<file path="config.mk">
export PLATFORM = sky130hd
export DESIGN_NAME = udm_gpio_timer_slave
export DESIGN_NICKNAME = d
export VERILOG_FILES = /design/src/rtl/udm_gpio_timer_slave.sv
export SDC_FILE = /design/constraint.sdc
export NUM_CORES = 1
export LEC_CHECK = 0
export ABC_AREA = 1
export BUFFER_PORTS_ARGS = -buffer_cell sky130_fd_sc_hd__buf_2
export CAP_MARGIN = 15
export CORE_ASPECT_RATIO = 2
export CORE_MARGIN = 1
export CORE_UTILIZATION = 50
export DETAILED_ROUTE_END_ITERATION = 8
export HOLD_SLACK_MARGIN = 0.08
export PLACE_DENSITY = 0.79
export SLEW_MARGIN = 0
export SYNTH_ARGS = -nofsm -noshare
export SYNTH_HDL_FRONTEND = slang
export SYNTH_SLANG_ARGS = --single-unit
</file>
<file path="constraint.sdc">
create_clock -name clk_i -period 1.9 [get_ports clk_i]
set_clock_uncertainty 0.15 [all_clocks]
set_input_delay 0.095 -clock clk_i [delete_from_list [all_inputs] [get_ports clk_i]]
set_output_delay 0.095 -clock clk_i [all_outputs]
set_load 0.1 [all_outputs]
</file>
<file path="src/rtl/udm_gpio_timer_slave.sv">
// udm_gpio_timer_slave: UDM register slave with LED register, debounced
// switches with change capture, cycle counter, compare timer and one irq.
module udm_gpio_timer_slave #(
  parameter logic [31:0] BASE_ADDR  = 32'h0,
  parameter logic [15:0] DEB_CYCLES = 16'd1000
) (
  input  logic        clk_i,
  input  logic        arst_n_i,
  input  logic        bus_req_i,
  input  logic        bus_we_i,
  input  logic [31:0] bus_addr_bi,
  input  logic [3:0]  bus_be_bi,
  input  logic [31:0] bus_wdata_bi,
  output logic        bus_ack_o,
  output logic        bus_resp_o,
  output logic [31:0] bus_rdata_bo,
  input  logic [15:0] sw_i,
  output logic [15:0] led_o,
  output logic        irq_o
);

  localparam logic [15:0] DEB_LAST = DEB_CYCLES - 16'd1;

  logic        sel;
  logic        wr;
  logic        rd_req;
  logic [2:0]  idx;
  logic [31:0] bmask;
  logic [31:0] wm;

  logic [15:0] led_q;
  logic [15:0] sw_m1;
  logic [15:0] sw_m2;
  logic [15:0] s_q;
  logic [15:0] sw_q;
  logic [15:0] chg_q;
  logic [15:0] deb_cnt;
  logic [16:0] en_q;
  logic [31:0] cyc_q;
  logic [31:0] tcmp_q;
  logic [31:0] tcnt_q;
  logic        run_q;
  logic        ar_q;
  logic        exp_q;
  logic        resp_q;
  logic [31:0] rdata_q;
  logic        irq_q;

  logic        wr_led;
  logic        wr_chg;
  logic        wr_en;
  logic        wr_tcmp;
  logic        wr_tctrl;
  logic        wr_tstat;
  logic        deb_hit;
  logic        tmr_hit;
  logic        exp_clr;
  logic [15:0] chg_set;
  logic [15:0] chg_clr;
  logic [31:0] rmux;
  logic        unused_addr;

  assign sel    = bus_addr_bi[31:5] == BASE_ADDR[31:5];
  assign idx    = bus_addr_bi[4:2];
  assign wr     = bus_req_i & bus_we_i & sel;
  assign rd_req = bus_req_i & ~bus_we_i;
  assign bmask  = {{8{bus_be_bi[3]}}, {8{bus_be_bi[2]}},
                   {8{bus_be_bi[1]}}, {8{bus_be_bi[0]}}};
  assign wm     = bus_wdata_bi & bmask;
  assign unused_addr = ^bus_addr_bi[1:0];

  assign bus_ack_o    = bus_req_i;
  assign bus_resp_o   = resp_q;
  assign bus_rdata_bo = rdata_q;
  assign led_o        = led_q;
  assign irq_o        = irq_q;

  always_comb begin
    wr_led   = 1'b0;
    wr_chg   = 1'b0;
    wr_en    = 1'b0;
    wr_tcmp  = 1'b0;
    wr_tctrl = 1'b0;
    wr_tstat = 1'b0;
    if (wr) begin
      unique case (idx)
        3'd0:    wr_led   = 1'b1;
        3'd2:    wr_chg   = 1'b1;
        3'd3:    wr_en    = 1'b1;
        3'd5:    wr_tcmp  = 1'b1;
        3'd6:    wr_tctrl = 1'b1;
        3'd7:    wr_tstat = 1'b1;
        default: ;
      endcase
    end
  end

  always_comb begin
    rmux = '0;
    if (sel) begin
      unique case (idx)
        3'd0: rmux = {16'h0, led_q};
        3'd1: rmux = {16'h0, sw_q};
        3'd2: rmux = {16'h0, chg_q};
        3'd3: rmux = {15'h0, en_q};
        3'd4: rmux = cyc_q;
        3'd5: rmux = tcmp_q;
        3'd6: rmux = {30'h0, ar_q, run_q};
        3'd7: rmux = {31'h0, exp_q};
      endcase
    end
  end

  // Debounced value only moves once the sample has been stable long enough
  assign deb_hit = (sw_m2 == s_q) && (deb_cnt == DEB_LAST);
  assign chg_set = deb_hit ? (sw_q ^ s_q) : 16'h0;
  assign chg_clr = wr_chg ? wm[15:0] : 16'h0;
  assign tmr_hit = run_q && (tcnt_q == tcmp_q);
  assign exp_clr = wr_tstat & wm[0];

  always_ff @(posedge clk_i or negedge arst_n_i) begin
    if (!arst_n_i) begin
      resp_q  <= 1'b0;
      rdata_q <= '0;
      led_q   <= '0;
      en_q    <= '0;
      cyc_q   <= '0;
      irq_q   <= 1'b0;
    end else begin
      resp_q  <= rd_req;
      rdata_q <= rd_req ? rmux : 32'h0;
      cyc_q   <= cyc_q + 32'd1;
      irq_q   <= (|(chg_q & en_q[15:0])) | (exp_q & en_q[16]);
      if (wr_led)
        led_q <= (led_q & ~bmask[15:0]) | wm[15:0];
      if (wr_en)
        en_q <= (en_q & ~bmask[16:0]) | wm[16:0];
    end
  end

  always_ff @(posedge clk_i or negedge arst_n_i) begin
    if (!arst_n_i) begin
      sw_m1   <= '0;
      sw_m2   <= '0;
      s_q     <= '0;
      sw_q    <= '0;
      chg_q   <= '0;
      deb_cnt <= '0;
    end else begin
      sw_m1 <= sw_i;
      sw_m2 <= sw_m1;
      if (sw_m2 != s_q) begin
        s_q     <= sw_m2;
        deb_cnt <= '0;
      end else if (deb_cnt == DEB_LAST) begin
        sw_q <= s_q;
      end else begin
        deb_cnt <= deb_cnt + 16'd1;
      end
      // A same-cycle hardware set overrides the W1C clear
      chg_q <= (chg_q & ~chg_clr) | chg_set;
    end
  end

  always_ff @(posedge clk_i or negedge arst_n_i) begin
    if (!arst_n_i) begin
      tcmp_q <= '0;
      tcnt_q <= '0;
      run_q  <= 1'b0;
      ar_q   <= 1'b0;
      exp_q  <= 1'b0;
    end else begin
      if (tmr_hit)
        tcnt_q <= '0;
      else if (run_q)
        tcnt_q <= tcnt_q + 32'd1;
      if (tmr_hit && !ar_q)
        run_q <= 1'b0;
      exp_q <= (exp_q & ~exp_clr) | tmr_hit;
      if (wr_tcmp)
        tcmp_q <= (tcmp_q & ~bmask) | wm;
      // Bus write of TCTRL overrides the one-shot self-clear
      if (wr_tctrl && bus_be_bi[0]) begin
        run_q <= bus_wdata_bi[0];
        ar_q  <= bus_wdata_bi[1];
        if (!run_q && bus_wdata_bi[0])
          tcnt_q <= '0;
      end
    end
  end

endmodule

</file>
==> results of run 1 <==
==> repair_timing <==
action                                  CTS  global route
pin swaps                                 0            17
resized for setup                         4            78
hold endpoints to repair                395            17
cloned                                    0             5
endpoints found under the setup margin   38            98
hold buffers                             97             1
setup buffers                             1            26
==> cells by family after synthesis <==
group                    count (synthesis)  share of synthesized area
AND/OR/NAND/NOR                        895                     0.3032
XOR/XNOR                                95                    0.06531
flip-flops                             262                     0.5146
AO/OA/AOI/OAI                          104                    0.04439
adder cells (fa/ha/maj)                  3                   0.002947
buffers and inverters                  215                    0.06953
==> worst max-delay path, cell delays in order (launching register included) <==
cell	delay, ns
dfrtp_1	0.44
nand2_1	0.12
nor2_1	0.40
nand2_1	0.24
nor2_4	0.21
nand2_1	0.10
xor2_2	0.19
nor2_4	0.05
==> worst paths after layout <==
| path | slack (ns) | start | to | cells past startpoint |
|---|---|---|---|---|
| max | -0.12 | tcnt_q[10]$_DFF_PN0_ | tcnt_q[22]$_DFF_PN0_ | 7 |
| min | 0.07 | sw_i[1] | sw_m1[1]$_DFF_PN0_ | 2 |
| max reg2reg | -0.12 | tcnt_q[10]$_DFF_PN0_ | tcnt_q[22]$_DFF_PN0_ | 7 |
| min reg2reg | 0.20 | sw_m1[14]$_DFF_PN0_ | sw_m2[14]$_DFF_PN0_ | 0 |
| max in group asynchronous | 0.31 | arst_n_i | async pin | 4 |
| min in group asynchronous | 0.45 | arst_n_i | bus_rdata_bo[28]$_DFF_PN0_ | 3 |
==> report_power, final <==
| group | total [mW] | internal (mW) | switching (mW) |
|---|---|---|---|
| sequential | 5.67 | 5.63 | 0.0407 |
| combinational | 0.691 | 0.289 | 0.402 |
| clock | 5.21 | 2.95 | 2.25 |
| total | 11.6 | 8.87 | 2.70 |
==> through the flow <==
stage	power, mW	utilization	hold WS [ns]	TNS (ns)	setup slack (ns)
floorplan	5.961	-	-0.3506	0	0.2439
global placement	6.294	0.5642	-0.05810	0	0.001926
detailed placement	6.306	0.5642	-0.05652	-0.6846	-0.04329
CTS	11.54	0.6375	0.08069	0	0.01657
global route	11.87	0.6598	0.1005	-6.275	-0.4598
finish	11.56	0.6600	0.06767	-0.7783	-0.1243
==> layout make-up <==
class / count / area, um2
fill: 1986 / 8511
sequential: 262 / 6576
multi-input combinational: 1098 / 5528
timing repair buffer: 321 / 2506
clock buffer: 31 / 676.9
inverter: 169 / 640.6
tap: 336 / 420.4
clock inverter: 12 / 165.2
antenna: 4 / 10.01
==> cell usage in the layout (no fill, tap or decap), types with 27 or more instances in the layout <==
master           n
nand2_1        538
buf_4           73
xor2_1          59
nor2_2          32
xnor2_1         31
dfrtp_1        246
inv_1          152
nor3_1          57
dlygate4sd3_1   97
clkbuf_16       27
nor2_1         116
nand3_1         65
buf_2          134
o21ai_0         57
==> routing by layer <==
| metal | vias up | wire (um) | track usage |
|---|---|---|---|
| li1 | 5540 | - | - |
| met1 | 5633 | 12790 | 0.2874 |
| met2 | 607 | 21040 | 0.5480 |
| met3 | 278 | 2642 | 0.06429 |
| met4 | 0 | 4169 | 0.2634 |
| met5 | - | 0 | 0 |
==> impl_metrics.ini, run 1 <==
[synthesis]
async_flop_share = 1.000
yosysUniqueCellTypes = 41
synth_edf_count = 0
ys.flop_type = dfrtp_1
syn_avg_cell_area_um2 = 8.094
yosys-top-cells-area = dfrtp_1 51%, nand2_1 16%, inv_1 4.7%, nor2_1 4.1%, xor2_1 4.1%
synth_top_area_share = 0.5146
synth_cells = 1574
ys_top_cells_by_count = 543 x nand2_1, 262 x dfrtp_1, 159 x inv_1
yosys.area.top_type = dfrtp_1
ys_ff_latch = 262
syn_area_mm2 = 0.01274
yosysSeqAreaShare = 0.5146
synth_warnings = 0
synthMostInstantiatedCell = nand2_1
synthesis.nets = 1665

[placement]
place_inst = 2056
numPortBuffers = 136
gp_congestion = 0.9602
placed_area_mm2 = 0.01412
dp_hpwl_mm = 27.54

[routing]
num_vias = 12060
first_pass_iters = 6
viasPerCell = 5.400
postRouteAntennaNets = 0
drt-initial-drc-count = 1042
route.final.wire_length_mm = 40.65
wire_per_inst_um = 18.20
drc = 0

[grt]
grt_pass1_wl_mm = 61.20
grt_max_degree = 65
first_global_vias = 12230
grt_antenna_before_repair = 4
overflow = 0
grt_usage = 0.3066

[power_and_ir_drop]
p_leak_nw = 8.052
ir_drop_uv = 697.7
powerDensity_mw_per_mm2 = 699.9

[critical_path]
worstSetupPathType = reg2reg
cp-start-kind = register
arrival_ns = 2.31
end_kind = register
critical_path_required_ns = 2.19
crit_fanout = 5

[die]
num_rows = 82
die-area_mm2 = 0.02616
core_area_mm2 = 0.02503
dieWidth_um = 114.9
dieHeight_um = 227.7
ioPinCount = 139
start_util = 0.5089

[timing]
setup-violations-final = 25
finalHoldViolations = 0
fin_crit_sh = 1.065
rsz0062_at_grt = true
fmax_mhz = 494.0
period_needed_ns = 2.024
maxSlewViolCount = 0
maxSlewHeadroom = 0.5420
fin_ws_ns = -0.1243
tightestPinTransition_ns = 0.6798

[clock_network]
cts-root-buf = clkbuf_16
clock_path_buffers = 3
htree_levels = 1
cts_tree = done
numClockSinks = 262
clock_latency_ns = 0.57
clk_pin_slew_ns = 0.07
numCtsBuffers = 24

[finish]
nets = 1967
stdcell_count = 2233
drive_gt1_frac = 0.2044
stdcell_area_mm2 = 0.01652
area_growth_syn_to_layout_pct = 29.70

[run_status]
violations = negative setup slack
status = complete, but fails checks

[worst_hold_path]
hp-class = in2reg

[job]
cap_violations = 0
Note: power is estimated with default switching activity, not from simulation.
==> run 2, diff against run 1 <==
--- a/config.mk
+++ b/config.mk
@@ -14,6 +14,7 @@
 export DETAILED_ROUTE_END_ITERATION = 8
 export HOLD_SLACK_MARGIN = 0.08
 export PLACE_DENSITY = 0.79
+export REMOVE_ABC_BUFFERS = 1
 export SLEW_MARGIN = 0
 export SYNTH_ARGS = -nofsm -noshare
 export SYNTH_HDL_FRONTEND = slang
==> constraint.sdc (replaced) <==
create_clock -name clk_i -period 2.5 [get_ports clk_i]
set_clock_uncertainty 0.15 [all_clocks]
set_input_delay 0.125 -clock clk_i [delete_from_list [all_inputs] [get_ports clk_i]]
set_output_delay 0.125 -clock clk_i [all_outputs]
set_load 0.1 [all_outputs]
==> run 2 against run 1 <==
Against the previous run:
- the run now ends clean
- count of clock-buffer cells in the layout shrank 1
- final cell count fell by 2.6%
- via count is 4.4% lower
- hold slack improved by 0.026 ns
- register-to-register slack gained 0.26 ns
- combinational power shrank 29%
- global-route usage shrank 0.27 points
- critical path depth increased by 3
- power down 26%
- wire length decreased by 5.9%
- largest cell class unchanged
==> impl_metrics.ini, run 2 (same netlist as run 1, synthesis figures left out) <==
[finish]
diodes = 0
regArea_mm2 = 0.006556
nFillCells = 2027
area_growth_syn_to_layout_pct = 23.65
drive_gt1_frac = 0.1435
nets = 1914
final_cell_mix = 541 x nand2_1, 262 x dfrtp_1, 158 x inv_1, 138 x nor2_1, 133 x buf_2
multiInputGateArea_mm2 = 0.005326
final_common_cell = nand2_1

[clock_network]
numCtsBuffers = 24
clock_path_buffers = 3
numClockSinks = 262
cts-root-buf = clkbuf_16
cts_tree = done
htree_levels = 1
clk_pin_slew_ns = 0.07
clock_latency_ns = 0.55

[routing]
drc = 0
drt-initial-drc-count = 920
viasPerCell = 5.298
route.final.wire_length_mm = 38.24
wire_per_inst_um = 17.57
postRouteAntennaNets = 0
first_pass_iters = 6
num_vias = 11530

[die]
core_area_mm2 = 0.02503
ioPinCount = 139
dieWidth_um = 114.9
die-area_mm2 = 0.02616
num_rows = 82
start_util = 0.5089
dieHeight_um = 227.7

[grt]
grt_usage = 0.3039
overflow = 0
use_met3 = 0.07253
first_global_vias = 11860
grt_antenna_before_repair = 1
groute.layer.met2.usage = 0.5215
grt_max_degree = 73
busiest_layer = met2
grt_pass1_wl_mm = 60.42
met1_usage = 0.2941

[critical_path]
end_kind = register
worstSetupPathType = in2reg
crit_fanout = 8
arrival_ns = 2.77
max_stage_delay_ns = 0.58
path_buf_inv = 5
crit_chain = dlygate4sd3_1, buf_6, nand3_1, inv_2, nand2_8, nor2_4, nand2_1, dlygate4sd3_1, nand2_1, dlygate4sd3_1
crit_family = buffers and inverters
path_common_cell = dlygate4sd3_1
critical_path_required_ns = 2.83
crit_slowest_cell = dlygate4sd3_1
cp-start-kind = input port

[timing]
maxSlewViolCount = 0
fin_crit_sh = 0.9757
period_needed_ns = 2.439
fmax_mhz = 410.0
fin_ws_ns = 0.06077
maxSlewHeadroom = 0.5724
finalHoldViolations = 0
setup-violations-final = 0
tightestPinTransition_ns = 0.6408

[power_and_ir_drop]
pwr-share-seq = 0.506
ir_drop_uv = 770.5
p_switching_mw = 2.009
p_int_mw = 6.495
pwr-share-clk = 0.435
p_leak_nw = 7.730
power.share.combinational = 0.058
powerDensity_mw_per_mm2 = 539.8
p_sw_frac = 0.2362
p_total_mw = 8.504

[placement]
dp_hpwl_mm = 26.48
numPortBuffers = 136
gp_congestion = 0.9301
pre_cts_slack_ns = 0.3847

[worst_hold_path]
hp-class = in2reg

[job]
cap_violations = 0

[run_status]
status = complete, no violations
run 2: layout make-up:
class,instances,area share
flip-flops and latches,262,0.4162
inverters,169,0.04051
clock inverters,13,0.008102
repair buffers,269,0.1283
clock buffers,30,0.04210
multi-input cells,1097,0.3381
well taps,336,0.02669
run 2: routing by layer:
metal / share of wire / up-vias
li1: - / 5413
met5: 0.00034 / -
met1: 0.32 / 5378
met2: 0.52 / 513
met4: 0.095 / 2
met3: 0.062 / 223
run 2: path summary, 6_finish.rpt:
check / start / end / slack, ns / cells past startpoint
max reg2reg: tcnt_q[6]$_DFF_PN0_ / tcnt_q[19]$_DFF_PN0_ / 0.14 / 12
max: bus_addr_bi[2] / register / 0.06 / 10
max in group asynchronous: arst_n_i / cyc_q[21]$_DFF_PN0_ / 0.91 / 4
min: sw_i[12] / sw_m1[12]$_DFF_PN0_ / 0.09 / 2
min in group asynchronous: arst_n_i / sw_m1[4]$_DFF_PN0_ / 0.50 / 3
min reg2reg: sw_m1[12]$_DFF_PN0_ / sw_m2[12]$_DFF_PN0_ / 0.20 / 0
run 2: per-stage QoR:
stage	area [um2]	hold slack [ns]	utilization	instances	TNS (ns)
floorplan	12490	-0.3206	-	1528	0
global placement	13800	-0.03428	0.5514	2020	0
detailed placement	13800	-0.02753	0.5514	2020	0
CTS	15690	0.08079	0.6265	2172	0
global route	15750	0.1099	0.6292	2176	-0.2232
finish	15750	0.09386	0.6292	2176	0
run 2: power groups by stage:
stage	Combinational [mW]	Clock [mW]	Sequential [mW]
after floorplan	0.115	0	4.39
after global placement	0.374	0	4.38
after detailed placement	0.383	0	4.39
after CTS	0.475	3.75	4.31
after global routing	0.540	3.92	4.31
final	0.494	3.70	4.31
run 2: repair_timing:
| item | 4_1_cts | 5_1_grt |
|---|---|---|
| endpoints found under the setup margin | 0 | 16 |
| buffers inserted | 0 | 4 |
| endpoints found under the hold margin | 365 | 0 |
| hold buffers | 109 | 0 |
| resized for setup | 0 | 12 |
==> run 3, diff against run 2 <==
--- a/config.mk
+++ b/config.mk
@@ -11,6 +11,7 @@
 export CORE_ASPECT_RATIO = 2
 export CORE_MARGIN = 1
 export CORE_UTILIZATION = 50
+export CTS_BUF_LIST = sky130_fd_sc_hd__clkbuf_16
 export DETAILED_ROUTE_END_ITERATION = 8
 export HOLD_SLACK_MARGIN = 0.08
 export PLACE_DENSITY = 0.79
==> run 3 against run 2 <==
Against the previous run:
- global-route usage down 0.82 points
- critical path type unchanged
- fmax grew 1.5%
- wire length down 1.9%
- sequential cell count stayed put
- die area unchanged
- non-clock buffer count increased by 1
- count of clock-buffer cells in the layout is 6 lower
- hold slack gained 0.013 ns
- register-to-register slack gained 0.08 ns
- core utilization shrank 0.18 points
- combinational power about the same
- via count decreased by 0.15%
==> impl_metrics.ini, run 3 (same netlist as run 1, synthesis figures left out) <==
[placement]
dp_hpwl_mm = 26.48
place_inst = 2020
numPortBuffers = 136
gp_congestion = 0.9301
pre_cts_slack_ns = 0.3847

[critical_path]
cp-start-kind = input port
path_common_cell = dlygate4sd3_1
critical_path_required_ns = 2.82
r2r_slack_ns = 0.22
max_stage_delay_ns = 0.58
end_kind = register
crit_slowest_cell = dlygate4sd3_1
worstReg2RegStart = tcnt_q[6]$_DFF_PN0_
ff2ff_path_depth = 12
arrival_ns = 2.73
crit_fanout = 8
crit_chain = dlygate4sd3_1, buf_4, nand3_1, inv_2, nand2_8, nor2_4, nand2_1, dlygate4sd3_1, nand2_1, dlygate4sd3_1
worstSetupPathType = in2reg
timing.rr.end = tcnt_q[18]$_DFF_PN0_

[worst_hold_path]
hp-class = in2reg
min_from = bus_addr_bi[3]
hold_depth = 6
holdPathEnd = bus_rdata_bo[1]$_DFF_PN0_

[die]
ioPinCount = 139
dieWidth_um = 114.9
dieHeight_um = 227.7
core_area_mm2 = 0.02503
num_rows = 82
die-area_mm2 = 0.02616
start_util = 0.5089

[finish]
drive_gt1_frac = 0.1396
area_growth_syn_to_layout_pct = 23.30
nets = 1915
stdcell_count = 2178
final_cell_mix = 542 x nand2_1, 262 x dfrtp_1, 160 x inv_1, 140 x nor2_1, 133 x buf_2
final_common_cell = nand2_1

[timing]
finalHoldViolations = 0
maxSlewViolCount = 0
fin_crit_sh = 0.9614
tightestPinTransition_ns = 0.6499
timing.hold.ws_ns = 0.1072
fin_ws_ns = 0.09652
maxSlewHeadroom = 0.5662
period_needed_ns = 2.403
setup-violations-final = 0
fmax_mhz = 416.1

[routing]
postRouteAntennaNets = 0
viasPerCell = 5.286
wire_per_inst_um = 17.21
drc = 0
num_vias = 11510
drt-initial-drc-count = 877
route.final.wire_length_mm = 37.49
first_pass_iters = 6

[grt]
overflow = 0
first_global_vias = 11730
grt_pass1_wl_mm = 59.13
grt_max_degree = 73
grt_antenna_before_repair = 0
grt_usage = 0.2956

[clock_network]
clock_latency_ns = 0.55
numClockSinks = 262
clk_pin_slew_ns = 0.07
numCtsBuffers = 24
cts-root-buf = clkbuf_16
cts_tree = done
clock_path_buffers = 3
htree_levels = 1

[power_and_ir_drop]
powerDensity_mw_per_mm2 = 532.4
ir_drop_uv = 769.3
p_leak_nw = 7.719

[job]
cap_violations = 0

[run_status]
status = complete, no violations
==> run 3: worst max-delay path by stage <==
stage / endpoint / cells past startpoint / slack [ns] / start
finish: register / 10 / 0.1 / bus_addr_bi[4]
global route: register / 10 / -0.01 / bus_addr_bi[4]
CTS: register / 10 / 0.02 / bus_addr_bi[2]
detailed placement: sw_q[8]$_DFFE_PN0P_ / 8 / 0.38 / deb_cnt[0]$_DFFE_PN0N_
global placement: tcnt_q[18]$_DFF_PN0_ / 12 / 0.49 / tcnt_q[12]$_DFF_PN0_
floorplan: sw_q[0]$_DFFE_PN0P_ / 8 / 0.41 / deb_cnt[0]$_DFFE_PN0N_
==> run 3: final cells by class <==
| type | instances | area (um2) |
|---|---|---|
| Multi-Input combinational cell | 1097 | 5309 |
| Inverter | 169 | 638.1 |
| Tap cell | 336 | 420.4 |
| Antenna cell | 1 | 2.502 |
| Fill cell | 2043 | 9326 |
| Clock buffer | 24 | 600.6 |
| Clock inverter | 19 | 150.1 |
| Sequential cell | 262 | 6556 |
| Timing Repair Buffer | 270 | 2031 |
==> run 3: per-stage QoR <==
step                      setup TNS [ns]  utilization  power (mW)  instance area [um2]
after CTS                              0       0.6254       8.405                15660
final                                  0       0.6274       8.363                15710
after global placement                 0       0.5514       4.759                13800
after detailed placement               0       0.5514       4.770                13800
after global routing            -0.02145       0.6273       8.637                15710
after floorplan                        0            -       4.502                12490
==> run 3: worst max-delay path: cells and delay by family <==
kind | cells | cell delay, ns
buffers and inverters | 5 | 1.98
and+or+nand+nor | 5 | 0.62
==> run 3: per-layer routing <==
metal | global-route usage | up-vias | routed length (um)
met1 | 0.2870 | 5379 | 12270
li1 | - | 5427 | -
met4 | 0.2626 | 0 | 3731
met2 | 0.5177 | 493 | 19410
met3 | 0.05685 | 213 | 2082
met5 | 0 | - | 0
==> run 3: power breakdown <==
group	total, mW	leakage [nW]	internal (mW)	switching [mW]
Sequential	4.31	3.45	4.28	0.0290
Clock	3.56	0.367	1.88	1.68
Combinational	0.493	3.91	0.203	0.291
==> run 3: repair_timing <==
item / CTS / global route
gates resized for setup: 0 / 7
buffers inserted: 0 / 4
endpoints found under the hold margin: 365 / 0
setup endpoints to repair: 0 / 16
hold buffers: 110 / 0
